$ cat src/rtl/proc_pkg.sv
// ---------------------------------------------------------------------------
// proc_pkg
// Shared constants for the 16-bit single-cycle processor datapath. Reused by
// the register file, ALU, control unit and testbenches.
//   DATA_W     : datapath / register width
//   ADDR_W     : register address width
//   NUM_REGS   : number of architectural registers (2**ADDR_W)
//   REG_ZERO   : address of the hardwired-zero register
//   FLAG_*     : bit positions of the ALU flags inside the status register
// ---------------------------------------------------------------------------
package proc_pkg;

    localparam int DATA_W   = 16;
    localparam int ADDR_W   = 3;
    localparam int NUM_REGS = 2 ** ADDR_W;

    localparam logic [ADDR_W-1:0] REG_ZERO = 3'd0;

    localparam int FLAG_ZERO = 0;
    localparam int FLAG_COUT = 1;
    localparam int FLAG_OVF  = 2;
    localparam int FLAG_W    = 3;

endpackage : proc_pkg

$ cat src/rtl/status_flags.sv
// ---------------------------------------------------------------------------
// status_flags
// Enabled 3-bit status register holding the ALU flags, with asynchronous
// active-low clear.
//   clk    : system clock, captures on rising edge
//   rst_n  : asynchronous active-low clear
//   en     : load enable; when low the register holds
//   d      : next flag value, packed as {ovf, cout, zero}
//   q      : registered flags
// ---------------------------------------------------------------------------
module status_flags
    import proc_pkg::*;
(
    input  logic              clk,
    input  logic              rst_n,
    input  logic              en,
    input  logic [FLAG_W-1:0] d,
    output logic [FLAG_W-1:0] q
);

    logic [FLAG_W-1:0] r_flags;

    // NOTE: clocked state uses non-blocking assignments so every flop samples
    // pre-edge values regardless of process evaluation order.
    always_ff @(posedge clk or negedge rst_n) begin
        if (!rst_n) begin
            r_flags <= '0;
        end else if (en) begin
            r_flags <= d;
        end
    end

    assign q = r_flags;

endmodule : status_flags

$ cat src/rtl/reg_file8x16.sv
// ---------------------------------------------------------------------------
// reg_file8x16
// Architectural register file feeding the ALU operands: eight registers
// (R0 hardwired to zero), two combinational read ports, one clocked write
// port, a debug read port and the ALU status-flag register.
//   clk, rst_n          : clock, asynchronous active-low reset
//   rs_addr / rs_data   : read port A (ALU operand A)
//   rt_addr / rt_data   : read port B (ALU operand B)
//   reg_write, rd_addr,
//   wr_data             : write port, committed on the rising edge
//   flag_en, alu_zero,
//   alu_ovf, alu_cout   : flag capture enable and ALU flag inputs
//   flags               : registered flags {ovf, cout, zero}
//   dbg_addr / dbg_data : debug read port
// ---------------------------------------------------------------------------
module reg_file8x16 #(
    parameter int DATA_W   = proc_pkg::DATA_W,
    parameter int ADDR_W   = proc_pkg::ADDR_W,
    parameter int NUM_REGS = proc_pkg::NUM_REGS
) (
    input  logic              clk,
    input  logic              rst_n,
    input  logic [ADDR_W-1:0] rs_addr,
    input  logic [ADDR_W-1:0] rt_addr,
    output logic [DATA_W-1:0] rs_data,
    output logic [DATA_W-1:0] rt_data,
    input  logic              reg_write,
    input  logic [ADDR_W-1:0] rd_addr,
    input  logic [DATA_W-1:0] wr_data,
    input  logic              flag_en,
    input  logic              alu_zero,
    input  logic              alu_ovf,
    input  logic              alu_cout,
    output logic [2:0]        flags,
    input  logic [ADDR_W-1:0] dbg_addr,
    output logic [DATA_W-1:0] dbg_data
);

    // Storage exists only for R1..R(NUM_REGS-1); R0 is a constant zero.
    logic [DATA_W-1:0] r_regs [1:NUM_REGS-1];
    logic [2:0]        w_flag_d;

    // NOTE: the array is reset element by element because the reset must
    // clear every register asynchronously; this keeps it in flops, not RAM.
    always_ff @(posedge clk or negedge rst_n) begin
        if (!rst_n) begin
            for (int i = 1; i < NUM_REGS; i++) begin
                r_regs[i] <= '0;
            end
        end else if (reg_write) begin
            // rd_addr == 0 matches no index, so R0 writes fall away.
            for (int i = 1; i < NUM_REGS; i++) begin
                if (rd_addr == ADDR_W'(i)) begin
                    r_regs[i] <= wr_data;
                end
            end
        end
    end

    // Reads come from stored state only. There is deliberately no bypass of
    // wr_data: rs_data -> ALU -> wr_data would otherwise form a loop.
    // NOTE: each output is given a default first so no path leaves it
    // unassigned and no latch is inferred; the default doubles as the R0 value.
    always_comb begin
        rs_data  = '0;
        rt_data  = '0;
        dbg_data = '0;
        for (int i = 1; i < NUM_REGS; i++) begin
            if (rs_addr  == ADDR_W'(i)) rs_data  = r_regs[i];
            if (rt_addr  == ADDR_W'(i)) rt_data  = r_regs[i];
            if (dbg_addr == ADDR_W'(i)) dbg_data = r_regs[i];
        end
    end

    always_comb begin
        w_flag_d                      = '0;
        w_flag_d[proc_pkg::FLAG_ZERO] = alu_zero;
        w_flag_d[proc_pkg::FLAG_COUT] = alu_cout;
        w_flag_d[proc_pkg::FLAG_OVF]  = alu_ovf;
    end

    status_flags u_status_flags (
        .clk   (clk),
        .rst_n (rst_n),
        .en    (flag_en),
        .d     (w_flag_d),
        .q     (flags)
    );

endmodule : reg_file8x16

$ cat config.mk
export PLATFORM = sky130hd
export DESIGN_NAME = reg_file8x16
export DESIGN_NICKNAME = d
export VERILOG_FILES = /design/src/rtl/proc_pkg.sv /design/src/rtl/status_flags.sv /design/src/rtl/reg_file8x16.sv
export SDC_FILE = /design/constraint.sdc
export NUM_CORES = 1
export LEC_CHECK = 0
export CAP_MARGIN = 20
export CORE_ASPECT_RATIO = 1.5
export CORE_MARGIN = 3
export CORE_UTILIZATION = 40
export DETAILED_ROUTE_END_ITERATION = 6
export SKIP_CTS_REPAIR_TIMING = 1
export SLEW_MARGIN = 20
export SYNTH_ARGS = -nofsm -noshare
export SYNTH_HDL_FRONTEND = slang
export SYNTH_SLANG_ARGS = --single-unit
$ cat constraint.sdc
create_clock -name clk -period 1.3 [get_ports clk]
set_input_delay 0.13 -clock clk [delete_from_list [all_inputs] [get_ports clk]]
set_output_delay 0.13 -clock clk [all_outputs]
set_load 0.1 [all_outputs]
==> impl_metrics.toml, run 1 <==
[status]
status = "finished, violations left"
violations = "setup timing"

[timing]
period_share = 1.51
setup_viol = 48
fin_tns_setup_ns = -24.39
fmax_ghz = 0.510
slew_headroom = 0.564
skew_ns = 0
slew_violations = 0
setup_ws_ns = -0.662
hold_viol_final = 0
rsz0062_at_grt = "yes"
min_period_ns = 1.96
tightest_slew_ns = 0.654

[global_routing]
grt_pass1_vias = 7379
antenna_found_initial = 0
grt_pass1_wl_um = 41600
grt_util_all_layers = 0.269
overflow = 0
grt_max_degree = 62

[route]
first_pass_iters = 5
drc = 0
vias = 7114
vias_per_cell = 6.30
drtIter0Drc = 550
wl_per_cell_um = 24.4
routed_wl_um = 27600
ant_nets = 0

[yosys]
synth_edf_count = 0
ys_types = 42
yosysTopAreaCellShare = 0.389
syn_area_per_cell_um2 = 10.7
yosys_most_used_dff = "dfrtp_1"
yosys-top-cells-count = "135 x mux2_2, 115 x dfrtp_1, 55 x a21oi_1"
synth-async-reset-ratio = 1.00
yosys_warnings = 0
synth.most_common_cell = "mux2_2"
ys_seq_area_frac = 0.389
synthTopCellsByArea = "dfrtp_1 39%, mux2_2 21%, a22o_1 5.2%, mux2i_1 4.3%, a221o_1 4.2%"
yosys.area.top_type = "dfrtp_1"
yosys_register_bits = 115
netlist_instances = 693
syn_nets = 728
netlist_area_um2 = 7390

[placed_design]
dpl.hpwl_um = 18900
port_buffers = 85
gp_congestion = 0.941

[finish]
final_util = 0.657
nets = 934
final_layout_size_suffix_gt1_frac = 0.589
syn2layout_area_growth_pct = 60.1
n_antenna_cell = 0

[cts]
htreeDepth = 4
cts_buffers = 17
ctsLongestPathBuffers = 2
clock_latency_ns = 0.41
clk_pin_slew_ns = 0.05
clock-sinks = 115
cts_tree = "yes"
cts-root-buf = "clkbuf_16"

[floorplanning]
core_area_um2 = 18000
initial_core_util = 0.410
die_height_um = 173
placementRows = 60
io_pins = 86
die-area_um2 = 20200
dieWidth_um = 117

[power_and_ir_drop]
leakage_nw = 5.18
total_power_mw = 18.1
p_per_area_nw_per_um2 = 1530
peakVddDrop_v = 0.00120

[critical_path]
crit_arrival_ns = 1.83
cp_max_fo = 4
cp-start-kind = "flip-flop"
cp-end-kind = "output port"
crit_type = "reg2out"
cp.required_ns = 1.17

[min_path]
hp-class = "in2async"

[run]
maxCapViolCount = 0
==> stage by stage <==
step                      hold WS (ns)  setup WS, ns  cells  instance area [um^2]
after floorplan                 -0.166        -0.308    693                  8340
after global placement           0.161         -1.09   1084                 10700
after detailed placement         0.159         -1.09   1084                 10700
after CTS                       -0.284         -1.11   1116                 11300
after global routing             0.294        -0.692   1129                 11800
final                            0.264        -0.662   1129                 11800
==> registers in the layout, indices dropped and copies added, names as in the netlist <==
signal	cells
r_regs	112
u_status_flags.q	3
==> placed cells by master (no fill, tap or decap), types with 9 or more instances in the layout <==
master / count
a21oi_1: 24
a21oi_2: 22
a21oi_4: 9
a221o_1: 31
a22o_1: 19
a22o_4: 25
a22oi_2: 13
buf_12: 72
buf_4: 131
buf_6: 14
clkbuf_16: 18
clkdlybuf4s50_1: 20
dfrtp_1: 113
mux2_2: 129
mux2i_1: 30
nand2_1: 37
nor2b_1: 17
o211ai_1: 9
o21ai_0: 12
o21ai_1: 12
o22ai_2: 17
==> kinds of logic after synthesis <==
family,Yosys count,share of synthesized area
mux,169,0.254
flops,115,0.389
compound gates,235,0.228
buf+inv,78,0.0542
simple gates,96,0.0750
==> path summary, 6_finish.rpt <==
check / start / to / slack (ns) / cells past startpoint
max: r_regs[75]$_DFFE_PN0P_ / dbg_data[11] / -0.66 / 4
min: rst_n / r_regs[13]$_DFFE_PN0P_ / 0.26 / 3
max reg2reg: r_regs[81]$_DFFE_PN0P_ / r_regs[81]$_DFFE_PN0P_ / 0.26 / 3
min reg2reg: r_regs[25]$_DFFE_PN0P_ / r_regs[25]$_DFFE_PN0P_ / 0.57 / 1
max in group asynchronous: rst_n / r_regs[38]$_DFFE_PN0P_ / 0.73 / 3
min in group clk: alu_cout / u_status_flags.q[1]$_DFFE_PN0P_ / 0.35 / 2
==> layout make-up <==
type,instances,area [um^2]
clock buffer,22,474
clock inverter,10,106
fill,1372,6180
inverter,13,53.8
multi-input combinational,500,5130
sequential,115,2880
tap,217,272
timing repair buffer,252,2920
==> power by group <==
part | leakage [nW] | internal (mW) | switching, mW
Clock | 0.289 | 2.95 | 1.64
Sequential | 1.38 | 4.37 | 0.839
Combinational | 3.52 | 3.87 | 4.42
==> metal layers <==
layer	up-vias	GRT usage	wire length, um	part of all wire
li1	3097	-	-	-
met1	3616	0.339	10700	0.39
met2	313	0.449	14100	0.51
met3	88	0.0486	1590	0.058
met4	0	0.105	1100	0.040
met5	-	0	0	0
==> critical path, cell delays in order, from the launching register on <==
cell and delay, ns:
dfrtp_1 0.41, mux2_4 0.28, a221o_1 0.32, a22o_4 0.24, buf_12 0.16
(Power assumes the default switching activity.)
==> run 2, diff against run 1 <==
==> constraint.sdc (replaced) <==
create_clock -name clk -period 2.5 [get_ports clk]
set_input_delay 0.25 -clock clk [delete_from_list [all_inputs] [get_ports clk]]
set_output_delay 0.25 -clock clk [all_outputs]
set_load 0.1 [all_outputs]
==> run 2 against run 1 <==
Effect of this change: the run now ends clean; flip-flop and latch count is the same; hold slack gained 0.069 ns; register-to-register slack gained 1.4 ns; design area shrank 18%; utilization shrank 12 points; critical path depth grew 2; wire length shrank 5.8%; clock power shrank 49%; largest power group unchanged.
==> impl_metrics.toml, run 2 (synthesis gave the netlist of run 1 again) <==
[placed_design]
gp_congestion = 0.875
placed_area_um2 = 9160
port_buffers = 85
dpl.hpwl_um = 17200

[floorplanning]
die_height_um = 173
dieWidth_um = 117
die-area_um2 = 20200
placementRows = 60
io_pins = 86
initial_core_util = 0.410
core_area_um2 = 18000

[timing]
tightest_slew_ns = 0.715
fin_tns_setup_ns = 0
skew_ns = 0
period_share = 0.954
min_period_ns = 2.39
slew_violations = 0
setup_viol = 0
slew_headroom = 0.521
rsz0062_at_grt = "no"
fmax_ghz = 0.419
hold_viol_final = 0

[critical_path]
cp_cell_sequence = "clkdlybuf4s50_1 -> nor2b_2 -> a22o_1 -> a221o_1 -> a22o_1 -> buf_12"
cp-end-kind = "output port"
cp-start-kind = "input port"
cp_slowest_cell = "clkdlybuf4s50_1"
cpMostUsedCell = "a22o_1"
cp.required_ns = 2.25
crit_arrival_ns = 2.14
r2r_end = "r_regs[20]$_DFFE_PN0P_"
crit_type = "in2out"
ff2ff_setup_slack_ns = 1.65
ff2ff_path_depth = 1
rr_startpoint = "r_regs[20]$_DFFE_PN0P_"
critPathMaxStageDelay_ns = 0.56
cp_max_fo = 9

[route]
drc = 0
ant_nets = 0
routed_wl_um = 26000
vias_per_cell = 6.60
wl_per_cell_um = 25.6
drtIter0Drc = 669
vias = 6702
first_pass_iters = 6

[finish]
nets = 821
final_util = 0.541
final_common_cell = "mux2_2"
fin_area_um2 = 9740
multi_input_area_um2 = 4220
largest_reg_flops = 112
regMostFlops = "r_regs"
syn2layout_area_growth_pct = 31.8
final_layout_size_suffix_gt1_frac = 0.390
nFillCells = 1591
regArea_um2 = 2880
final_cell_mix = "135 x mux2_2, 115 x dfrtp_1, 53 x buf_12, 52 x buf_4, 45 x a21oi_1"

[global_routing]
grt_pass1_vias = 7066
grt_util_all_layers = 0.266
antenna_found_initial = 1
overflow = 0
grt_max_degree = 56
grt_pass1_wl_um = 40800

[cts]
cts_tree = "yes"
cts-root-buf = "clkbuf_16"
htreeDepth = 4
ctsLongestPathBuffers = 2
cts_buffers = 17
clock-sinks = 115
clock_latency_ns = 0.42
clk_pin_slew_ns = 0.05

[power_and_ir_drop]
leakage_nw = 4.19
peakVddDrop_v = 0.000410
p_per_area_nw_per_um2 = 862

[min_path]
hp-class = "in2async"

[run]
maxCapViolCount = 0

[status]
status = "completed"
run 2: cell types whose count changed in the layout (fill, tap and decap cells not counted), moves of 13 or more:
| cell | previous run | this run |
|---|---|---|
| buf_12 | 72 | 53 |
| buf_6 | 14 | 0 |
| a22o_4 | 25 | 0 |
| a22o_1 | 19 | 44 |
| o21ai_0 | 12 | 28 |
| o22ai_1 | 1 | 18 |
| o22ai_2 | 17 | 0 |
| a21oi_1 | 24 | 45 |
| a22oi_2 | 13 | 0 |
| a22oi_1 | 3 | 16 |
| buf_4 | 131 | 52 |
run 2: critical path, delay by kind of cell:
family          cells  cell delay [ns]
compound gates      3             0.56
buf+inv             2             0.76
simple gates        1             0.56
run 2: through the flow:
step / setup WS [ns] / std cells / power, mW / hold WS (ns)
after CTS: -0.159 / 1014 / 8.40 / -0.196
after floorplan: -0.232 / 693 / 4.89 / -0.0456
after global routing: 0.0518 / 1016 / 8.74 / 0.374
after global placement: -0.168 / 983 / 5.99 / 0.241
after detailed placement: -0.150 / 983 / 6.07 / 0.248
final: 0.115 / 1016 / 8.40 / 0.333
run 2: layout make-up:
| cell class | instances | area share |
|---|---|---|
| Multi-Input combinational cell | 500 | 0.433 |
| Clock inverter | 11 | 0.0116 |
| Antenna cell | 1 | 0.000257 |
| Tap cell | 217 | 0.0279 |
| Sequential cell | 115 | 0.295 |
| Timing Repair Buffer | 139 | 0.181 |
| Inverter | 13 | 0.00501 |
| Clock buffer | 20 | 0.0459 |
run 2: where the power goes:
group / internal, mW / switching [mW]
clock network: 1.47 / 0.862
logic: 1.41 / 1.92
registers: 2.27 / 0.470
run 2: worst max-delay path by stage:
stage	start	end	slack (ns)
floorplan	dbg_addr[0]	dbg_data[8]	-0.23
global placement	dbg_addr[0]	dbg_data[4]	-0.17
detailed placement	dbg_addr[0]	dbg_data[0]	-0.15
CTS	rt_addr[0]	rt_data[3]	-0.16
global route	dbg_addr[2]	dbg_data[4]	0.05
finish	dbg_addr[2]	dbg_data[0]	0.11
run 2: routing by layer:
layer  wire length [um]  up-vias  part of all wire  GRT usage
li1                   -     2862                 -          -
met1              10200     3379              0.39      0.334
met2              12800      360              0.49      0.426
met3               1800      101             0.069     0.0595
met4               1230        0             0.047      0.130
met5                  0        -                 0          0
